File: config.mk
export PLATFORM = sky130hd
export DESIGN_NAME = instr_fetch_sequencer
export DESIGN_NICKNAME = d
export VERILOG_FILES = /design/src/rtl/fetch_pkg.sv /design/src/rtl/fetch_wait_timer.sv /design/src/rtl/instr_fetch_sequencer.sv
export SDC_FILE = /design/constraint.sdc
export NUM_CORES = 1
export LEC_CHECK = 0
export CORE_ASPECT_RATIO = 1.2
export CORE_UTILIZATION = 43
export DETAILED_ROUTE_END_ITERATION = 16
export GPL_ROUTABILITY_DRIVEN = 0
export GPL_TIMING_DRIVEN = 0
export PLACE_DENSITY_LB_ADDON = 0.3
export SYNTH_ARGS = -nofsm -noshare
export SYNTH_HDL_FRONTEND = slang
export SYNTH_SLANG_ARGS = --single-unit
File: constraint.sdc
create_clock -name clk_i -period 2.85 [get_ports clk_i]
set_input_delay 0.57 -clock clk_i [delete_from_list [all_inputs] [get_ports clk_i]]
set_output_delay 0.57 -clock clk_i [all_outputs]
set_load 0.05 [all_outputs]
File: src/rtl/fetch_pkg.sv
`default_nettype none
// ============================================================================
// Module      : fetch_pkg
// Description : Shared types and register-file control encodings for the
//               instruction fetch sequencer.
// Revision    : 1.0 - initial release
// ============================================================================
package fetch_pkg;

  // Fetch sequencer states: idle, low-byte read, high-byte read, completion.
  typedef enum logic [1:0] {
    IDLE  = 2'b00,
    RD_LO = 2'b01,
    RD_HI = 2'b10,
    DONE  = 2'b11
  } fetch_state_e;

  // Register file FunSel codes.
  localparam logic [1:0] FUNSEL_HOLD = 2'b00;
  localparam logic [1:0] FUNSEL_INC  = 2'b01;

  // Register file RegSel enables: bit2=PC, bit1=SP, bit0=AR.
  localparam logic [2:0] REGSEL_NONE = 3'b000;
  localparam logic [2:0] REGSEL_PC   = 3'b100;

  // Register file OutDSel code that places PC on OutD.
  localparam logic [1:0] OUTDSEL_PC  = 2'b00;

endpackage : fetch_pkg
`default_nettype wire

File: src/rtl/fetch_wait_timer.sv
`default_nettype none
// ============================================================================
// Module      : fetch_wait_timer
// Description : Per-byte memory wait counter. Counts cycles while enabled and
//               flags expiry on the LIMIT-th consecutive waiting cycle.
// Revision    : 1.0 - initial release
// ============================================================================
module fetch_wait_timer #(
  parameter int unsigned LIMIT = 15
) (
  input  logic clk_i,
  input  logic rst_ni,
  input  logic clear_i,
  input  logic enable_i,
  output logic expired_o
);

  localparam int unsigned CNT_W = $clog2(LIMIT + 1);

  logic [CNT_W-1:0] count_q;
  logic [CNT_W-1:0] count_d;

  // Next count: clear wins over counting a wait cycle.
  always_comb begin
    count_d = count_q;
    if (clear_i) begin
      count_d = '0;
    end else if (enable_i) begin
      count_d = count_q + CNT_W'(1);
    end
  end

  // Wait counter register.
  always_ff @(posedge clk_i or negedge rst_ni) begin
    if (!rst_ni) begin
      count_q <= '0;
    end else begin
      count_q <= count_d;
    end
  end

  // The current cycle is the LIMIT-th waiting cycle when LIMIT-1 are already counted.
  assign expired_o = enable_i && (count_q == CNT_W'(LIMIT - 1));

endmodule : fetch_wait_timer
`default_nettype wire

File: src/rtl/instr_fetch_sequencer.sv
`default_nettype none
// ============================================================================
// Module      : instr_fetch_sequencer
// Description : Fetches one 16-bit instruction as two little-endian byte reads
//               addressed by PC from the address register file, incrementing
//               PC once per accepted byte. Optional per-byte wait timeout is
//               enabled by defining FETCH_TIMEOUT_EN.
// Revision    : 1.0 - initial release
// ============================================================================
module instr_fetch_sequencer
  import fetch_pkg::*;
#(
  parameter int unsigned ADDR_W         = 16,
  parameter int unsigned DATA_W         = 8,
  parameter int unsigned TIMEOUT_CYCLES = 15
) (
  input  logic                clk_i,
  input  logic                rst_ni,
  input  logic                start_i,
  input  logic                flush_i,
  input  logic [ADDR_W-1:0]   pc_addr_i,
  output logic [1:0]          arf_funsel_o,
  output logic [2:0]          arf_regsel_o,
  output logic [1:0]          arf_outdsel_o,
  output logic [ADDR_W-1:0]   mem_addr_o,
  output logic                mem_req_o,
  input  logic                mem_ack_i,
  input  logic [DATA_W-1:0]   mem_rdata_i,
  output logic [2*DATA_W-1:0] ir_o,
  output logic                ir_valid_o,
  output logic                busy_o,
  output logic                fetch_err_o
);

  fetch_state_e        state_q;
  logic [DATA_W-1:0]   lo_byte_q;
  logic [2*DATA_W-1:0] ir_q;
  logic                ir_valid_q;
  logic                mem_req_q;
  logic                busy_q;
  logic                fetch_err_q;

  logic                in_read;
  logic                byte_accept;
  logic                timeout_hit;

  // A byte is accepted only on an ack during a read state that is not being flushed.
  assign in_read     = (state_q == RD_LO) || (state_q == RD_HI);
  assign byte_accept = in_read && mem_ack_i && !flush_i;

`ifdef FETCH_TIMEOUT_EN
  logic timer_clear;
  logic timer_enable;

  // Restart the count whenever a read state is entered.
  assign timer_clear  = ((state_q == IDLE) && start_i) || ((state_q == RD_LO) && byte_accept);
  assign timer_enable = mem_req_q && !mem_ack_i;

  fetch_wait_timer #(
    .LIMIT     (TIMEOUT_CYCLES)
  ) u_wait_timer (
    .clk_i     (clk_i),
    .rst_ni    (rst_ni),
    .clear_i   (timer_clear),
    .enable_i  (timer_enable),
    .expired_o (timeout_hit)
  );
`else
  logic unused_timeout_cfg;

  assign timeout_hit        = 1'b0;
  assign unused_timeout_cfg = (TIMEOUT_CYCLES != 0);
`endif

  // Fetch FSM with registered request, busy, completion and error flags.
  always_ff @(posedge clk_i or negedge rst_ni) begin
    if (!rst_ni) begin
      state_q     <= IDLE;
      lo_byte_q   <= '0;
      ir_q        <= '0;
      ir_valid_q  <= 1'b0;
      mem_req_q   <= 1'b0;
      busy_q      <= 1'b0;
      fetch_err_q <= 1'b0;
    end else begin
      ir_valid_q  <= 1'b0;
      fetch_err_q <= 1'b0;
      case (state_q)
        IDLE: begin
          if (start_i) begin
            state_q   <= RD_LO;
            mem_req_q <= 1'b1;
            busy_q    <= 1'b1;
          end
        end
        RD_LO: begin
          if (flush_i) begin
            state_q   <= IDLE;
            mem_req_q <= 1'b0;
            busy_q    <= 1'b0;
          end else if (mem_ack_i) begin
            lo_byte_q <= mem_rdata_i;
            state_q   <= RD_HI;
          end else if (timeout_hit) begin
            state_q     <= IDLE;
            mem_req_q   <= 1'b0;
            busy_q      <= 1'b0;
            fetch_err_q <= 1'b1;
          end
        end
        RD_HI: begin
          if (flush_i) begin
            state_q   <= IDLE;
            mem_req_q <= 1'b0;
            busy_q    <= 1'b0;
          end else if (mem_ack_i) begin
            ir_q       <= {mem_rdata_i, lo_byte_q};
            ir_valid_q <= 1'b1;
            mem_req_q  <= 1'b0;
            state_q    <= DONE;
          end else if (timeout_hit) begin
            state_q     <= IDLE;
            mem_req_q   <= 1'b0;
            busy_q      <= 1'b0;
            fetch_err_q <= 1'b1;
          end
        end
        DONE: begin
          state_q <= IDLE;
          busy_q  <= 1'b0;
        end
        default: begin
          state_q   <= IDLE;
          mem_req_q <= 1'b0;
          busy_q    <= 1'b0;
        end
      endcase
    end
  end

  // PC increments on the same edge that accepts a byte; otherwise the register file holds.
  assign arf_regsel_o  = byte_accept ? REGSEL_PC  : REGSEL_NONE;
  assign arf_funsel_o  = byte_accept ? FUNSEL_INC : FUNSEL_HOLD;
  assign arf_outdsel_o = OUTDSEL_PC;

  assign mem_addr_o  = pc_addr_i;
  assign mem_req_o   = mem_req_q;
  assign ir_o        = ir_q;
  assign ir_valid_o  = ir_valid_q;
  assign busy_o      = busy_q;
  assign fetch_err_o = fetch_err_q;

endmodule : instr_fetch_sequencer
`default_nettype wire

==> flow_summary.toml, run 1 <==
[synthesis]
synth_top_area_cell = "dfrtp_1"
ys_seq_area_frac = 0.494
syn-cell-area_um2 = 1470
yosys.area.top_type_share = 0.494
synth-seq-cells = 29
syn_inst = 112
synth_warnings = 0
yosys-top-cells-area = "dfrtp_1, buf_4, mux2_2, mux2_4, ha_1"
synth.avg_cell_area_um2 = 13.1
ys_types = 23

[place]
portBuffers = 49
dp_hpwl_um = 1980
dp_cells = 202
place_area_um2 = 2020
post-place-ws_ns = -0.106

[die]
die-area_um2 = 3660
start_util = 0.464
die_h_um = 66.1
fp-row-count = 22
die_x_um = 55.4
design.core.area_um2 = 3170
io_pins = 72

[detailed_routing]
avgViaCountPerCell = 4.75
firstDrtPassIters = 4
wl_per_cell_um = 12.3
drt_iter0_drc = 10
drt-total-wl_um = 2590
vias = 998
post-route-drc-count = 0
ant_nets = 0

[setup_path]
critPathMaxFanout = 4
end_kind = "output pin"
crit_type = "input port to output pin"
r2r-end = "ir_o[0]"
cp_slowest_cell = "clkdlybuf4s50_1"
r2r-start = "state_q[0]"
cp.arrival_ns = 2.12
critical_path_required_ns = 2.28
path_depth = 5
crit_family = "buffers and inverters"
crit_end = "arf_regsel_o[2]"
crit_buf_inv = 3
startpoint_type = "input port"
crit_path_max_incr_delay_ns = 0.53
worstPathCellList = "clkdlybuf4s50_1 -> nor2b_4 -> and2_1 -> buf_4 -> dlygate4sd2_1"
critPathLaunch = "mem_ack_i"
r2r_slack_ns = 1.26
r2r_cells = 5

[timing]
hold_viol_final = 0
finalMaxSlewViolations = 0
period_share = 0.944
rsz0062_at_grt = "false"
finalSetupViolations = 0
fin_skew_ns = 0.00455
worstMarginPinSlew_ns = 0.637
worst_slack_ns = 0.159
min_period_ns = 2.69
fmax_mhz = 372
relSlewSlack = 0.575

[finish]
layout.cells.most_common_list = "clkdlybuf4s50_1, dfrtp_1, buf_4"
syn2layout_area_growth_pct = 40.5
final_common_cell = "clkdlybuf4s50_1"
final_area_um2 = 2070
drive_gt1_frac = 0.339
diodes = 0
fillers = 253
final_cells = 210
final_nets = 208

[cts]
root_buffer = "clkbuf_4"
cts_setup_buffers = 0
clock_latency_ns = 0.31
cts.sinks = 29
htree_levels = 2
clk_path_buf_depth = 2
cts_tree = "done"
clk_pin_slew_ns = 0.09
cts_made_buffers = 5

[hold_path]
hp-class = "input port to async pin"

[global_route]
grt_pass1_vias = 968
grtUsageTotal = 0.160
grt_remaining_overflow = 0
antenna_found_initial = 0
grt_max_degree = 30
grt_pass1_wl_um = 4460

[power_and_ir_drop]
power_mw = 2.08
ir_worst_vdd_v = 0.000572
p_leak_nw = 1.03
powerDensity_nw_per_um2 = 1010

[outcome]
status = "complete, no violations"

[job]
maxCapViolations = 0
-- worst reg2reg max path: stages, from the launching register on --
cell and delay (ns):
dfrtp_1 0.43, inv_1 0.11, ha_1 0.29, nand2_4 0.15, buf_6 0.20, mux2_4 0.31
-- layer usage --
layer | wire [um] | GRT usage
met3 | 184 | 0.0450
met2 | 1250 | 0.259
met1 | 1110 | 0.194
met4 | 44 | 0.0844
met5 | 0 | 0
-- area by class of cell --
cell class	count	area [um2]	share of cell area
plain buffers	25	191	0.0927
clock buffers	8	48.8	0.0236
inverters	7	26.3	0.0127
multi-input cells	56	546	0.264
flip-flops and latches	29	726	0.351
well taps	36	45.0	0.0218
repair buffers	49	483	0.234
-- logic make-up after synthesis --
| family | Yosys count | share of synthesized area |
|---|---|---|
| muxes | 25 | 0.214 |
| DFF | 29 | 0.494 |
| AOI/OAI and AO/OA | 10 | 0.0451 |
| adders and majority gates | 6 | 0.0511 |
| buffers and inverters | 32 | 0.148 |
| other | 1 | 0.00255 |
| and+or+nand+nor | 9 | 0.0451 |
-- cell usage after synthesis --
master and count:
a211o_1 1, a21oi_1 3, a2bb2oi_1 1, and2_1 1, buf_4 24, buf_6 1
conb_1 1, dfrtp_1 29, ha_1 6, inv_1 7, mux2_2 16, mux2_4 9
nand2_2 1, nand2_4 1, nand2b_1 1, nor2_1 1, nor2b_1 1, nor2b_4 1
o211ai_1 1, o21ai_0 2, o22ai_1 1, o32a_1 1, or3_1 2
-- state kept, by name, summed over array words and instances (netlist names) --
| name | cells |
|---|---|
| ir_o | 16 |
| ir_valid_o | 1 |
| mem_req_o | 1 |
| state_q | 2 |
| busy_o | 1 |
| lo_byte_q | 8 |
-- how the worst min path moves through the flow --
| stage | end | cells after the start |
|---|---|---|
| floorplan | busy_o | 0 |
| global placement | ir_o[1] | 1 |
| detailed placement | ir_o[6] | 1 |
| CTS | ir_o[6] | 1 |
| global route | ir_o[10] | 1 |
| finish | mem_req_o | 1 |
-- metrics by stage --
| step | util | hold WS [ns] | TNS, ns |
|---|---|---|---|
| 6_report | 0.653 | 0.267 | 0 |
| 5_1_grt | 0.653 | 0.321 | 0 |
| 4_1_cts | 0.654 | 0.511 | 0 |
| 3_5_place_dp | 0.640 | 0.492 | -0.206 |
| 3_3_place_gp | 0.640 | 0.482 | -0.146 |
| 2_1_floorplan | - | 0.274 | 0 |
-- power by group --
group	switching, mW	internal [mW]
combinational	0.678	0.480
clock	0.131	0.0982
sequential	0.102	0.589
total	0.911	1.17
-- repair_timing --
action                                  in CTS  in global routing
hold buffers                                 0                  0
endpoints found under the setup margin       2                  0
resized for setup                            2                  0
No activity file was read; power rests on OpenSTA's default activity.
==> run 2: changes to the inputs <==
--- a/config.mk
+++ b/config.mk
@@ -6,7 +6,7 @@
 export NUM_CORES = 1
 export LEC_CHECK = 0
 export CORE_ASPECT_RATIO = 1.2
-export CORE_UTILIZATION = 43
+export CORE_UTILIZATION = 40
 export DETAILED_ROUTE_END_ITERATION = 16
 export GPL_ROUTABILITY_DRIVEN = 0
 export GPL_TIMING_DRIVEN = 0
==> constraint.sdc (replaced) <==
create_clock -name clk_i -period 3 [get_ports clk_i]
set_input_delay 0.6 -clock clk_i [delete_from_list [all_inputs] [get_ports clk_i]]
set_output_delay 0.6 -clock clk_i [all_outputs]
set_load 0.05 [all_outputs]
==> run 2 against run 1 <==
The flow now finishes with violations (design-rule violations). Via count did not move. Total power decreased by 1.5%. Sequential power shrank 5.1%. Cell count grew 0.48%. Highest routed layer unchanged. Critical path depth stayed put. Die area up 7.2%. Clock skew up 0.0043 ns. Worst setup slack gained 0.089 ns. First-iteration DRC count increased by 140%.
==> flow_summary.toml, run 2 (synthesis results as in run 1) <==
[finish]
drive_gt1_frac = 0.339
syn2layout_area_growth_pct = 42.7
diodes = 0
layout.cells.most_common_list = "clkdlybuf4s50_1, dfrtp_1, buf_4"
largest_register_ffs = 16
final_core_util = 0.613
final_common_cell = "clkdlybuf4s50_1"
final_nets = 208

[detailed_routing]
firstDrtPassIters = 12
vias = 998
drt_iter0_drc = 24
wl_per_cell_um = 12.5
ant_nets = 0
post-route-drc-count = 5
drt-total-wl_um = 2640
avgViaCountPerCell = 4.73

[timing]
min_period_ns = 2.75
fmax_mhz = 363
whs_ns = 0.343
setup_tns_ns = 0
hold_viol_final = 0
finalMaxSlewViolations = 0
worstMarginPinSlew_ns = 0.626
fin_skew_ns = 0.00882
worst_slack_ns = 0.248
relSlewSlack = 0.583
finalSetupViolations = 0
period_share = 0.917
rsz0062_at_grt = "false"

[place]
portBuffers = 49
post-place-ws_ns = -0.0299
dp_hpwl_um = 2010

[cts]
hold_buffers = 0
clk_pin_slew_ns = 0.06
clk_path_buf_depth = 2
cts_resized = 2
root_buffer = "clkbuf_8"
cts_setup_buffers = 0
cts.sinks = 29
clock_latency_ns = 0.27
cts_tree = "done"
cts_made_buffers = 5
htree_levels = 2

[setup_path]
crit_type = "input port to output pin"
critical_path_required_ns = 2.40
r2r-start = "state_q[0]"
crit_family = "buffers and inverters"
critPathMaxFanout = 6
crit_buf_inv = 3
startpoint_type = "input port"
path_depth = 5
r2r_cells = 5
end_kind = "output pin"
cp_slowest_cell = "clkdlybuf4s50_1"
worstPathCellList = "clkdlybuf4s50_1 -> nor2b_4 -> and2_1 -> buf_4 -> dlygate4sd2_1"
cp.arrival_ns = 2.15
critPathLaunch = "flush_i"
crit_path_max_incr_delay_ns = 0.53

[power_and_ir_drop]
powerDensity_nw_per_um2 = 976
p_leak_nw = 1.04
ir_worst_vdd_v = 0.000677

[die]
die_x_um = 57.3
start_util = 0.429
design.core.area_um2 = 3420
die_h_um = 68.4
fp-row-count = 23
io_pins = 72
die-area_um2 = 3920

[global_route]
grtUsageTotal = 0.147
grt_pass1_wl_um = 4240
grt_remaining_overflow = 0
grt_busiest_layer = "met2"
use_met2 = 0.241
use_met1 = 0.164
grt_max_degree = 30
antenna_found_initial = 0
use_met3 = 0.0605
grt_pass1_vias = 979

[job]
maxCapViolations = 0

[outcome]
violations = "design-rule violations"
status = "finished with violations"

[hold_path]
hp-class = "input port to async pin"
[run 2: cell counts in the layout (fill, tap and decap cells not counted)]
No cell type changed its count.
[run 2: worst paths after layout]
| check | endpoint | slack (ns) |
|---|---|---|
| max | arf_funsel_o[0] | 0.25 |
| min | ir_o[1] | 0.34 |
| max reg2reg | ir_o[2] | 1.40 |
| min reg2reg | lo_byte_q[3] | 0.51 |
| max in group asynchronous | ir_valid_o | 2.24 |
| min in group clk_i | lo_byte_q[3] | 0.51 |
[run 2: layout make-up]
class / instances / area (um2)
Tap cell: 37 / 46.3
Buffer: 25 / 191
Inverter: 7 / 26.3
Fill cell: 285 / 1330
Sequential cell: 29 / 726
Clock buffer: 8 / 80.1
Multi-Input combinational cell: 56 / 546
Timing Repair Buffer: 49 / 483
[run 2: where the power goes]
group	leakage (nW)	internal, mW	switching [mW]
Combinational	0.633	0.454	0.641
Sequential	0.367	0.561	0.0951
Clock	0.0395	0.164	0.132
Total	1.04	1.18	0.868
[run 2: worst reg2reg max path, delay by kind of cell, from the launching register on]
kind | cells | cell delay [ns]
AND/OR/NAND/NOR | 1 | 0.16
flip-flops | 1 | 0.41
adder cells (fa/ha/maj) | 1 | 0.29
buffers and inverters | 2 | 0.29
multiplexers | 1 | 0.32
[run 2: metrics by stage]
stage	power, mW	instances	cell area [um2]
after floorplan	1.43	117	1490
after global placement	1.74	203	2030
after detailed placement	1.77	203	2030
after CTS	2.07	211	2100
after global routing	2.16	211	2100
final	2.05	211	2100
[run 2: layer usage]
metal | wire (um) | up-vias
li1 | - | 466
met5 | 0 | -
met3 | 197 | 4
met1 | 1010 | 480
met2 | 1410 | 48
met4 | 29 | 0
